**src/rtl/fp_accum_sequencer.sv**
```systemverilog
// Reduces LENGTH FP32 operands plus a bias through one shared combinational adder.
// Latency: out_valid one cycle after the last accepted operand (one cycle after start if length==0).
// Backpressure: one operand per cycle while summing; the result is held in OUTPUT until out_ready.
module fp_accum_sequencer #(
  parameter int DATA_WIDTH  = 32,
  parameter int E           = 8,
  parameter int COUNT_WIDTH = 10
) (
  input  logic                   clk,
  input  logic                   reset,
  input  logic                   start,
  input  logic [COUNT_WIDTH-1:0] length,
  input  logic [DATA_WIDTH-1:0]  bias,
  input  logic                   in_valid,
  input  logic [DATA_WIDTH-1:0]  in_data,
  output logic                   in_ready,
  output logic [DATA_WIDTH-1:0]  add_a,
  output logic [DATA_WIDTH-1:0]  add_b,
  input  logic [DATA_WIDTH-1:0]  add_sum,
  output logic                   out_valid,
  output logic [DATA_WIDTH-1:0]  out_data,
  input  logic                   out_ready,
  output logic                   busy
);

  typedef enum logic [1:0] {
    IDLE   = 2'd0,
    ACCUM  = 2'd1,
    OUTPUT = 2'd2
  } state_t;

  state_t                 state_q, state_d;
  logic [DATA_WIDTH-1:0]  acc_q, acc_d;
  logic [COUNT_WIDTH-1:0] cnt_q, cnt_d;
  logic [COUNT_WIDTH-1:0] len_q, len_d;
  logic                   in_ready_q, in_ready_d;
  logic                   out_valid_q, out_valid_d;
  logic                   busy_q, busy_d;
  logic                   in_zero;
  logic                   acc_zero;
  logic                   last;

  // The adder assumes a hidden 1, so a zero exponent (zero or denormal) must bypass it.
  assign in_zero  = (in_data[DATA_WIDTH-2 -: E] == '0);
  assign acc_zero = (acc_q[DATA_WIDTH-2 -: E] == '0);
  // len_q is at least 1 whenever ACCUM is active, so the subtraction never wraps there.
  assign last     = (cnt_q == len_q - COUNT_WIDTH'(1));

  assign add_a     = acc_q;
  assign add_b     = in_data;
  assign out_data  = acc_q;
  assign in_ready  = in_ready_q;
  assign out_valid = out_valid_q;
  assign busy      = busy_q;

  // Next-state, accumulator update and registered-output decode.
  always_comb begin
    state_d = state_q;
    acc_d   = acc_q;
    cnt_d   = cnt_q;
    len_d   = len_q;
    case (state_q)
      IDLE: begin
        if (start) begin
          acc_d   = bias;
          len_d   = length;
          cnt_d   = '0;
          state_d = (length == '0) ? OUTPUT : ACCUM;
        end
      end
      ACCUM: begin
        if (in_valid) begin
          if (!in_zero) begin
            acc_d = acc_zero ? in_data : add_sum;
          end
          cnt_d = cnt_q + COUNT_WIDTH'(1);
          if (last) begin
            state_d = OUTPUT;
          end
        end
      end
      OUTPUT: begin
        if (out_ready) begin
          state_d = IDLE;
        end
      end
      default: state_d = IDLE;
    endcase
    in_ready_d  = (state_d == ACCUM);
    out_valid_d = (state_d == OUTPUT);
    busy_d      = (state_d != IDLE);
  end

  // State, datapath and output registers; reset aborts any reduction in progress.
  always_ff @(posedge clk or posedge reset) begin
    if (reset) begin
      state_q     <= IDLE;
      acc_q       <= '0;
      cnt_q       <= '0;
      len_q       <= '0;
      in_ready_q  <= 1'b0;
      out_valid_q <= 1'b0;
      busy_q      <= 1'b0;
    end else begin
      state_q     <= state_d;
      acc_q       <= acc_d;
      cnt_q       <= cnt_d;
      len_q       <= len_d;
      in_ready_q  <= in_ready_d;
      out_valid_q <= out_valid_d;
      busy_q      <= busy_d;
    end
  end

endmodule

```
**config.mk**
```make
export PLATFORM = sky130hd
export DESIGN_NAME = fp_accum_sequencer
export DESIGN_NICKNAME = d
export VERILOG_FILES = /design/src/rtl/fp_accum_sequencer.sv
export SDC_FILE = /design/constraint.sdc
export NUM_CORES = 1
export LEC_CHECK = 0
export CORE_ASPECT_RATIO = 1.4
export CORE_MARGIN = 1
export CORE_UTILIZATION = 25
export CTS_BUF_LIST = sky130_fd_sc_hd__clkbuf_2 sky130_fd_sc_hd__clkbuf_4 sky130_fd_sc_hd__clkbuf_8
export DETAILED_ROUTE_END_ITERATION = 12
export HOLD_SLACK_MARGIN = 0.02
export PLACE_DENSITY = 0.6
export SKIP_LAST_GASP = 1
export SLEW_MARGIN = 20
export SYNTH_ARGS = -nofsm -noshare
export SYNTH_HDL_FRONTEND = slang
export SYNTH_SLANG_ARGS = --single-unit
```
**constraint.sdc**
```tcl
create_clock -name clk -period 2.98 [get_ports clk]
set_clock_uncertainty 0.1 [all_clocks]
set_input_delay 0.298 -clock clk [delete_from_list [all_inputs] [get_ports clk]]
set_output_delay 0.298 -clock clk [all_outputs]
set_load 0.02 [all_outputs]
```
==> results.py, run 1 <==
metrics = {
    "logic_synthesis": {
        "synth_common_cells": "65 x buf_4, 57 x dfrtp_1, 53 x nand2_1",
        "synth-seq-area-share_pct": 36.73,
        "synth_cell_types": 44,
        "syn_avg_cell_area_um2": 8.767,
        "ys_ff_latch": 57,
        "synthCells": 443,
        "yosys_warnings": 0,
        "synth_most_common_cell": "buf_4",
        "ys_top_cells_by_area": "dfrtp_1 37%, buf_4 13%, mux2i_1 7.0%",
        "synth_edf_count": 0,
        "synth_top_area_share_pct": 36.73,
        "yosysTopAreaCell": "dfrtp_1",
        "synth-main-ff-cell": "dfrtp_1",
        "syn_area_um2": 3884,
        "syn-num-nets": 556,
        "async_flop_share_pct": 100.0,
    },
    "clocking": {
        "tritoncts": "built",
        "h-tree-depth": 3,
        "clk_latency_ns": 0.33,
        "ctsResizeCount": 0,
        "cts.reportedPaths.clkPinSlew_ns": 0.07,
        "cts_max_path_buffers": 2,
        "cts-root-buf": "clkbuf_8",
        "post-cts-setup-buffers": 0,
        "cts_buffers": 9,
        "cts_num_sinks": 57,
        "hold_buffers": 0,
    },
    "worst_setup_path": {
        "reg2reg_from": "len_q[0]",
        "path_cells": "inv_1 -> ha_1 -> o21ba_1 -> a221oi_1 -> a41oi_1 -> nor4_1 -> nand3_1 -> a2bb2oi_1",
        "cp-start-kind": "flip-flop",
        "cp_max_fo": 8,
        "slowest_stage": "dfrtp_1",
        "worst_ep_arrival_time_ns": 2.62,
        "slowest_delay_ns": 0.45,
        "rrSetupSlack_ns": 0.44,
        "crit_type": "reg -> reg",
        "cp.required_ns": 3.06,
        "cp-startpoint": "len_q[0]",
        "endpoint_kind": "flip-flop",
    },
    "die": {
        "die_h_um": 149.5,
        "coreArea_um2": 15120,
        "die_w_um": 107.3,
        "rows": 53,
        "ios": 210,
        "die_area_um2": 16040,
        "initial_utilization_pct": 25.69,
    },
    "final_layout": {
        "postLayoutCoreUtil_pct": 38.99,
        "num-fill-cells": 1557,
        "drive_gt1_share_pct": 9.402,
        "final_nets": 693,
        "syn_to_final_growth_pct": 51.80,
        "n_antenna_cell": 0,
    },
    "placed_design": {
        "placement.io_buffers": 209,
        "dp_hpwl_um": 9741,
        "place_ws_ns": 0.4840,
        "gp_congestion": 0.8088,
    },
    "power": {
        "vdd_drop_max_uv": 584.8,
        "p_per_area_nw_per_um2": 922.0,
        "totalPowerFinal_mw": 5.436,
        "leakage_nw": 2.494,
    },
    "global_route": {
        "grt_pass1_wl_um": 18660,
        "grt_max_degree": 67,
        "antenna_found_initial": 0,
        "grt_pass1_vias": 3530,
        "grtUsageTotal_pct": 15.27,
        "gr-total-overflow": 0,
    },
    "min_path": {
        "hold_class": "in -> async",
    },
    "timing": {
        "hold_violations": 0,
        "max_freq_mhz": 392.9,
        "period_needed_ns": 2.545,
        "post-route-period-util_pct": 85.40,
        "final_max_slew_viol_count": 0,
        "setup-violations-final": 0,
        "slew_headroom_pct": 42.69,
        "worst_slew_pin_slew_ns": 0.8596,
        "rsz0062_at_grt": "no",
        "timing.final.ws_setup_ns": 0.4350,
        "setup_tns_ns": 0,
    },
    "detailed_routing": {
        "drc": 0,
        "totalWireLength_um": 12300,
        "dr_total_vias": 3559,
        "first_pass_iters": 4,
        "via_per_inst": 4.580,
        "avgRoutedWirePerCell_um": 15.83,
        "antenna_left": 0,
        "drt-initial-drc-count": 117,
    },
    "status": {
        "outcome": "completed",
    },
    "flow_run": {
        "drv_cap": 0,
    },
}
[worst paths after layout]
check	cells after the start	to
max	8	state_q[0]
min reg2reg	2	add_a[10]
max reg2reg	8	state_q[0]
min in group clk	2	add_a[10]
max in group asynchronous	3	add_a[31]
min	2	cnt_q[8]
[report_power, final]
group	switching [mW]	internal [mW]
Sequential	0.413	1.11
Combinational	1.68	1.52
Clock	0.310	0.400
[worst max-delay path: cells and delay by family, from the launching register on]
kind / cells / cell delay [ns]
AOI/OAI and AO/OA: 4 / 0.81
adders and majority gates: 1 / 0.31
buffers and inverters: 1 / 0.09
DFF: 1 / 0.45
and+or+nand+nor: 2 / 0.64
[per-layer routing]
metal  routed length (um)  part of all wire [%]  vias to the layer above  GRT usage (%)
met5                    0                     0                        -              0
met3                  885                   7.2                       13          3.746
met4                  164                   1.3                        0          5.205
met1                 4599                    37                     1663          16.54
li1                     -                     -                     1739              -
met2                 6651                    54                      144          28.55
[cell families after synthesis]
logic type                 count (synthesis)  share of synthesized area [%]
and+or+nand+nor                          133                          16.08
AOI/OAI and AO/OA                        103                          17.01
buffers and inverters                     95                          16.27
DFF                                       57                          36.73
muxes                                     34                          8.988
xor gates and xnor gates                  19                          4.285
adders and majority gates                  2                         0.6442
[stage by stage]
step                      area (um^2)  hold slack, ns  std cells
after floorplan                  3884          0.3148        443
after global placement           5699          0.4023        761
after detailed placement         5699          0.4139        761
after CTS                        5896          0.2818        777
after global routing             5896          0.3113        777
final                            5896          0.2615        777
[area by class of cell]
cell class	instances	area (um^2)	share of cell area, %
Timing Repair Buffer	215	2162	36.67
Inverter	6	22.52	0.3820
Sequential cell	57	1426	24.19
Multi-Input combinational cell	291	1848	31.35
Tap cell	192	240.2	4.075
Clock inverter	2	10.01	0.1698
Clock buffer	14	186.4	3.162
[state kept, by name, summed over array words and instances, names as in the netlist]
name and flops:
in_ready 1, add_a 32, out_valid 1, len_q 10
state_q 2, busy 1, cnt_q 10
[layout by cell type, fill, tap and decap left out, drive strengths merged, types with 7 or more instances in the layout]
cell	Yosys	routed
nor4	7	7
xnor2	9	9
dfrtp	57	57
nand3	18	18
nand2	54	54
mux2i	27	27
mux2	7	7
o21ai	40	40
clkbuf	15	14
nor2	35	35
a21oi	42	42
clkdlybuf4s50	0	209
xor2	10	10
Power figures use the tool's default switching activity.
==> inputs of run 2 (changes only) <==
==> constraint.sdc (replaced) <==
create_clock -name clk -period 2.98 [get_ports clk]
set_clock_uncertainty 0.1 [all_clocks]
set_input_delay 0.298 -clock clk [delete_from_list [all_inputs] [get_ports clk]]
set_output_delay 0.298 -clock clk [all_outputs]
set_load 0.1 [all_outputs]
==> run 2 against run 1 <==
Compared with the run above: via count grew 1.1%; non-clock buffer count grew 1; worst hold slack gained 0.025 ns; critical endpoint unchanged; die area is the same; first-iteration DRC count grew 5.1%; clock-buffer cell count is the same; critical path depth is the same; routed wire length shrank 2.5%; fmax grew 5.7%; register-to-register slack gained 0.14 ns; sequential share of layout area grew 1.0 points.
==> results.py, run 2 (synthesized netlist as in run 1, its figures left out) <==
metrics = {
    "timing": {
        "timing.final.ws_setup_ns": 0.5721,
        "rsz0062_at_grt": "no",
        "final_max_slew_viol_count": 0,
        "worst_slew_pin_slew_ns": 0.8554,
        "slew_headroom_pct": 42.97,
        "setup_tns_ns": 0,
        "period_needed_ns": 2.408,
        "post-route-period-util_pct": 80.80,
        "setup-violations-final": 0,
        "max_freq_mhz": 415.3,
        "hold_violations": 0,
    },
    "final_layout": {
        "stdcell_count": 778,
        "final_nets": 694,
        "most-common-layout-cells": "110 x clkdlybuf4s50_1, 104 x buf_4, 57 x dfrtp_1",
        "largest_register_ffs": 32,
        "seqCellArea_um2": 1426,
        "num-fill-cells": 1519,
        "postLayoutCoreUtil_pct": 37.40,
        "n_antenna_cell": 0,
        "drive_gt1_share_pct": 26.45,
        "final_common_cell": "clkdlybuf4s50_1",
        "multi_input_area_um2": 1848,
        "syn_to_final_growth_pct": 45.62,
    },
    "placed_design": {
        "gp_congestion": 0.7946,
        "dp_cells": 762,
        "dp_hpwl_um": 9431,
        "place_ws_ns": 0.5904,
        "placement.io_buffers": 209,
    },
    "clocking": {
        "h-tree-depth": 3,
        "cts_num_sinks": 57,
        "cts.reportedPaths.clkPinSlew_ns": 0.06,
        "cts_buffers": 9,
        "hold_buffers": 0,
        "cts-root-buf": "clkbuf_8",
        "post-cts-setup-buffers": 0,
        "ctsResizeCount": 0,
        "tritoncts": "built",
        "clk_latency_ns": 0.34,
        "cts_max_path_buffers": 2,
    },
    "die": {
        "coreArea_um2": 15120,
        "rows": 53,
        "ios": 210,
        "die_w_um": 107.3,
        "die_area_um2": 16040,
        "die_h_um": 149.5,
        "initial_utilization_pct": 25.69,
    },
    "worst_setup_path": {
        "cp_max_fo": 8,
        "cp-startpoint": "len_q[0]",
        "cp-start-kind": "flip-flop",
        "worstSetupEndpoint": "state_q[0]",
        "cp.required_ns": 3.06,
        "path_cells": "inv_1 -> ha_1 -> o21ba_1 -> a221oi_1 -> a41oi_1 -> nor4_1 -> nand3_1 -> a2bb2oi_1",
        "endpoint_kind": "flip-flop",
        "rr_endpoint": "state_q[0]",
        "reg2reg_from": "len_q[0]",
        "slowest_delay_ns": 0.46,
        "r2r_cells": 8,
        "slowest_stage": "dfrtp_1",
        "rrSetupSlack_ns": 0.57,
        "worst_ep_arrival_time_ns": 2.49,
        "crit_type": "reg -> reg",
    },
    "global_route": {
        "gr-total-overflow": 0,
        "antenna_found_initial": 0,
        "grt_pass1_wl_um": 17970,
        "grtUsageTotal_pct": 14.80,
        "grt_max_degree": 67,
        "grt_pass1_vias": 3423,
    },
    "detailed_routing": {
        "drt-initial-drc-count": 123,
        "totalWireLength_um": 11990,
        "dr_total_vias": 3598,
        "first_pass_iters": 4,
        "avgRoutedWirePerCell_um": 15.41,
        "via_per_inst": 4.625,
        "antenna_left": 0,
        "drc": 0,
    },
    "status": {
        "outcome": "completed",
    },
    "min_path": {
        "hold_class": "in -> async",
    },
    "flow_run": {
        "drv_cap": 0,
    },
}
run 2: area by class of cell:
| type | count | area share, % |
|---|---|---|
| tap | 192 | 4.248 |
| clock buffer | 14 | 3.296 |
| multi-input combinational | 291 | 32.68 |
| sequential | 57 | 25.22 |
| clock inverter | 2 | 0.1770 |
| inverter | 6 | 0.3982 |
| timing repair buffer | 216 | 33.98 |
run 2: per-stage QoR:
step	area, um^2	hold WS, ns
2_1_floorplan	3884	0.3148
3_3_place_gp	5459	0.4083
3_5_place_dp	5459	0.4197
5_1_grt	5655	0.3213
4_1_cts	5655	0.3017
6_report	5655	0.2863
run 2: per-layer routing:
metal  vias to the layer above  GRT usage (%)  wire length [um]
met5                         -              0                 0
li1                       1739              -                 -
met3                        14          4.051               856
met4                         0          5.205               174
met1                      1689          15.90              4566
met2                       156          27.45              6394
run 2: critical path, delay by kind of cell, from the launching register on:
family	cells	cell delay [ns]
compound gates	4	0.77
simple gates	2	0.55
fa+ha+maj	1	0.30
flops	1	0.46
buf+inv	1	0.09
run 2: worst min-delay path by stage:
stage / endpoint / depth (start not counted) / slack [ns] / startpoint
2_1_floorplan: len_q[0] / 2 / 0.31 / length[0]
3_3_place_gp: add_a[19] / 2 / 0.41 / add_a[19]
3_5_place_dp: add_a[4] / 2 / 0.42 / add_a[4]
4_1_cts: cnt_q[1] / 2 / 0.30 / reset
5_1_grt: add_a[29] / 2 / 0.32 / reset
6_report: add_a[29] / 2 / 0.29 / reset
Power of run 2 is left out: the tool's default activity adds up to more than one toggle a clock period on the data nets, which glitch-free logic cannot reach.
